==> config.mk <==
export PLATFORM = sky130hd
export DESIGN_NAME = regfile_bypass
export DESIGN_NICKNAME = d
export VERILOG_FILES = /design/src/rtl/rf_pkg.sv /design/src/rtl/rf_word.sv /design/src/rtl/regfile_bypass.sv
export SDC_FILE = /design/constraint.sdc
export NUM_CORES = 1
export LEC_CHECK = 0
export BUFFER_PORTS_ARGS = -buffer_cell sky130_fd_sc_hd__buf_2
export CELL_PAD_IN_SITES_DETAIL_PLACEMENT = 0
export CELL_PAD_IN_SITES_GLOBAL_PLACEMENT = 1
export CORE_UTILIZATION = 56
export CTS_BUF_LIST = sky130_fd_sc_hd__clkbuf_4
export DETAILED_ROUTE_END_ITERATION = 10
export MAX_ROUTING_LAYER = met4
export PLACE_DENSITY_LB_ADDON = 0.1
export SYNTH_ARGS = -nofsm -noshare
export SYNTH_HDL_FRONTEND = slang
export SYNTH_HIERARCHICAL = 1
export SYNTH_SLANG_ARGS = --single-unit
==> constraint.sdc <==
create_clock -name clk -period 2.81 [get_ports clk]
set_input_delay 0.281 -clock clk [delete_from_list [all_inputs] [get_ports clk]]
set_output_delay 0.281 -clock clk [all_outputs]
set_load 0.05 [all_outputs]
==> src/rtl/rf_pkg.sv <==
// Shared sizing defaults and word types for the bypassing register file.
// The address width is derived from the register count so every user sizes ports identically.
package rf_pkg;

    localparam int RF_WIDTH = 16;
    localparam int RF_NREGS = 8;

    function automatic int rf_addr_w(input int n);
        return (n > 1) ? $clog2(n) : 1;
    endfunction

    localparam int RF_ADDR_W = rf_addr_w(RF_NREGS);

    typedef logic [RF_WIDTH-1:0]  rf_word_t;
    typedef logic [RF_ADDR_W-1:0] rf_addr_t;

endpackage

==> src/rtl/rf_word.sv <==
// One enabled storage word with synchronous active-low clear.
// Used both for the register array and for the registered read outputs.
module rf_word #(
    parameter int WIDTH = 16
) (
    input  logic             clk,
    input  logic             rst,
    input  logic             en,
    input  logic [WIDTH-1:0] d,
    output logic [WIDTH-1:0] q
);

    logic [WIDTH-1:0] q_reg;

    always_ff @(posedge clk) begin
        if (!rst) begin
            q_reg <= '0;
        end else if (en) begin
            q_reg <= d;
        end
    end

    assign q = q_reg;

endmodule

==> src/rtl/regfile_bypass.sv <==
// Two-read, one-write register file with one-cycle registered reads and write-to-read bypass.
// Stall freezes a snapshot of the read outputs; a read requested during stall is dropped and flagged.
module regfile_bypass
    import rf_pkg::*;
#(
    parameter  int WIDTH = RF_WIDTH,
    parameter  int NREGS = RF_NREGS,
    localparam int AW    = rf_addr_w(NREGS)
) (
    input  logic             clk,
    input  logic             rst,
    input  logic             wr_en,
    input  logic [AW-1:0]    wr_addr,
    input  logic [WIDTH-1:0] wr_data,
    input  logic             rd_req,
    input  logic [AW-1:0]    rd_addr1,
    input  logic [AW-1:0]    rd_addr2,
    input  logic             stall,
    output logic [WIDTH-1:0] rd_data1,
    output logic [WIDTH-1:0] rd_data2,
    output logic             rd_valid,
    output logic             err
);

    localparam int NPORTS = 2;

    logic [WIDTH-1:0] mem_q   [NREGS];
    logic [AW-1:0]    rd_addr [NPORTS];
    logic [WIDTH-1:0] rd_q    [NPORTS];
    logic             capture;
    logic             rd_valid_reg;
    logic             err_reg;

    assign rd_addr[0] = rd_addr1;
    assign rd_addr[1] = rd_addr2;
    assign capture    = rd_req & ~stall;

    genvar gi;
    generate
        for (gi = 0; gi < NREGS; gi++) begin : g_word
            logic wr_hit;
            assign wr_hit = wr_en && (wr_addr == AW'(gi));

            rf_word #(.WIDTH(WIDTH)) u_word (
                .clk (clk),
                .rst (rst),
                .en  (wr_hit),
                .d   (wr_data),
                .q   (mem_q[gi])
            );
        end

        for (gi = 0; gi < NPORTS; gi++) begin : g_port
            logic [WIDTH-1:0] rd_next;

            // Out-of-range addresses read as zero; an in-range match with the write port forwards new data.
            always_comb begin
                rd_next = '0;
                if (int'(rd_addr[gi]) < NREGS) begin
                    if (wr_en && (wr_addr == rd_addr[gi])) begin
                        rd_next = wr_data;
                    end else begin
                        rd_next = mem_q[rd_addr[gi]];
                    end
                end
            end

            rf_word #(.WIDTH(WIDTH)) u_out (
                .clk (clk),
                .rst (rst),
                .en  (capture),
                .d   (rd_next),
                .q   (rd_q[gi])
            );
        end
    endgenerate

    always_ff @(posedge clk) begin
        if (!rst) begin
            rd_valid_reg <= 1'b0;
            err_reg      <= 1'b0;
        end else begin
            if (!stall) begin
                rd_valid_reg <= rd_req;
            end
            if (rd_req && stall) begin
                err_reg <= 1'b1;
            end
        end
    end

    assign rd_data1 = rd_q[0];
    assign rd_data2 = rd_q[1];
    assign rd_valid = rd_valid_reg;
    assign err      = err_reg;

endmodule

==> results.tsv <==
metric	value	unit
status	finished clean	
DR iter-0 viols	372	
Finished Cell Area	9539	sq um
die height	128.4	um
Via density	5.723	
post-synthesis adder-cell area fraction	0	%
Mapped Area	8942	sq um
crit end category	flop	
largest family of logic cells by synthesized area	multiplexers	
Die Footprint	16480	sq um
number of fill cells	1289	
FFs w/ async S/R, synth	0	%
port buffer count	63	
PwrDens	441.1	nW/um^2
clk_lat worst skew	0.56	ns
Final Slew Violations	0	
first-pass GRT wire length	31.40	mm
worst relative slew slack	54.24	%
post-route ant nets	0	
CP Launch Point	rd_addr1[0]	
Synth top area share	36.27	%
worst-case clock skew	0.008886	ns
largest net degree at the start of global routing	88	
Post-Synth Simple-Gate Area	12.20	%
CTS tree	built	
R2R Path Start	g_word[1].u_word/q[14]	
Initial Utilization	58.18	%
HPWL reported at the end of detailed placement	12.46	mm
CTS resizes	0	
Sum Neg Setup Slack	0	ns
critical path data arrival time	2.26	ns
XOR/XNOR share of the synthesized area	0.5877	%
Sw Pwr	1088	uW
Leak	0.003699	uW
Area Overhead vs Synth	6.674	%
clock slew at reported path FFs	0.12	ns
Clock power frac	30.4	%
max-cap viol count	0	
delay-heaviest family, CP	multiplexers	
# setup viols final	0	
Tightest Pin Transition	0.6863	ns
Peak VDD IR	0.0002336	V
core box area	15370	sq um
Logic pwr share	13.1	%
Ports	64	
min Tclk post-route	1.800	ns
drc violations	0	
EDFF count, synth	0	
Yosys cell types	19	
Detailed Route WL	20.17	mm
Die Width	128.4	um
clk sink count	162	
router iterations before antenna repair	4	
Placer Congestion	0.7817	
Rows	45	
Ys Warns	6	
Max Freq	555.6	MHz
vias in the first global route	5493	
pre-CTS setup slack	0.4311	ns
Hold WC Path Type	primary input to flop	
Final Cycle Share	64.05	%
Post-Synthesis Net Count	720	
fin worst setup slack	1.010	ns
RSZ-0062 raised after global routing	false	
CTS Root Cell	clkbuf_4	
startpoint types	primary input	
CP Cell Sequence	buf_2 > buf_12 > mux4_1 > mux2_2 > mux2_2 > mux2i_1 > nor2b_1	
register area share after synthesis	36.27	%
Setup CP Type	primary input to flop	
DR WL/cell	20.95	um
fraction of layout instances using a drive strength above 1	24.80	%
Crit path top cell by count	mux2_2	
hold path startpoint	stall	
worst-path fanout max	23	
top_reg_cell synth	dfxtp_1	
placed instance area	9286	sq um
Synth Area in Compound Gates	0.1119	%
internal power	3120	uW
post-synthesis mux area share	45.07	%
crit path buf inv count	2	
Seq pwr share	56.5	%
Seq cells post-synth	162	
largest cells by area after synthesis	dfxtp_1 36%, mux2i_1 18%, mux4_1 18%	
DR vias	5511	
cell taking the most area after synthesis	dfxtp_1	
switch share	25.86	%
Req. time, crit path	3.27	ns
Largest register FFs	128	
Final Hold Vio Count	0	
slowest CP cell	mux4_1	
post-synthesis instance total	690	
clock buffer depth	2	
max incr delay on CP	0.60	ns
H-tree Lvls	4	
total track usage	26.77	%
CTS Buf Count	17	
nets	770	
antenna violations before repair	2	
Fin Hold WS	0.03419	ns
Tot Pwr	4208	uW
Avg Inst Size Synth	12.96	sq um
total gr overflow	0	
-- synth_stat cells (3+ instances only) --
library cell  instances
clkbuf_1             21
dfxtp_1             162
nor2_1                6
buf_6                19
mux2_4               11
mux4_1               60
nand2b_1              3
buf_2                 3
mux2_2               53
mux2i_1             160
buf_12               10
mux4_2                4
nor2b_1             163
xnor2_1               6
-- worst reg2reg max path, delay by kind of cell (launching register included) --
kind | cells | cell delay (ns)
DFF | 1 | 0.33
muxes | 4 | 1.25
and+or+nand+nor | 1 | 0.06
-- stage by stage --
| step | instances | util (%) |
|---|---|---|
| floorplan | 690 | - |
| global placement | 931 | 60.42 |
| detailed placement | 931 | 60.42 |
| CTS | 961 | 62.03 |
| global route | 963 | 62.06 |
| finish | 963 | 62.06 |
-- power by group through the flow --
stage | clock, uW | sequential (uW) | combinational, uW
2_1_floorplan | 0 | 2450 | 378
3_3_place_gp | 0 | 2420 | 538
3_5_place_dp | 0 | 2430 | 549
4_1_cts | 1310 | 2380 | 552
5_1_grt | 1410 | 2380 | 585
6_report | 1280 | 2380 | 551
-- routing by layer --
layer,up-vias,share of wire (%),GRT usage (%)
li1,2645,-,-
met1,2697,46,36.61
met2,145,47,40.54
met3,24,5.7,4.283
met4,0,1.6,9.066
met5,-,0,-
-- cell families (layout without fill, tap and decap cells) --
group / count (synthesis) / in the layout
AO/OA/AOI/OAI: 2 / 2
XOR/XNOR: 6 / 6
buffers and inverters: 54 / 114
flip-flops: 162 / 162
multiplexers: 288 / 288
other: 0 / 2
AND/OR/NAND/NOR: 178 / 178
-- worst paths after layout --
path	to	depth (start not counted)	slack, ns
min reg2reg	err	2	0.52
max	g_port[0].u_out/q[7]	7	1.01
max reg2reg	g_port[1].u_out/q[14]	5	1.08
min	rd_valid	3	0.03
-- cell usage in the layout (no fill, tap or decap), types with 2 or more instances in the layout --
master     netlist  final
a21oi_1          2      2
bufinv_16        0      2
clkbuf_4         0     19
nand2b_1         3      3
mux2_4          11     11
mux2_2          53     53
xnor2_1          6      6
nor2_2           0      6
mux4_1          60     60
mux2i_1        160    160
buf_12          10      7
mux4_2           4      4
dfxtp_1        162    162
clkinv_1         0      4
nand2_1          2      2
nor3_2           0      2
clkinv_2         0      4
nand4_1          2      2
buf_4            1     15
buf_2            3     62
diode_2          0      2
nor2b_1        163    162
-- area by class of cell --
| class | count | area (sq um) | share of cell area [%] |
|---|---|---|---|
| clock buffer | 19 | 142.6 | 1.495 |
| clock inverter | 10 | 95.09 | 0.9969 |
| antenna | 2 | 5.005 | 0.05247 |
| timing repair buffer | 85 | 573.1 | 6.007 |
| sequential | 162 | 3243 | 34.00 |
| tap | 211 | 264.0 | 2.768 |
| multi-input combinational | 474 | 5216 | 54.68 |
-- repair_timing --
action | in CTS | in global routing
setup buffers | 0 | 0
hold buffers | 1 | 0
endpoints found under the hold margin | 1 | 0
Note: power is estimated with default switching activity, not from simulation.
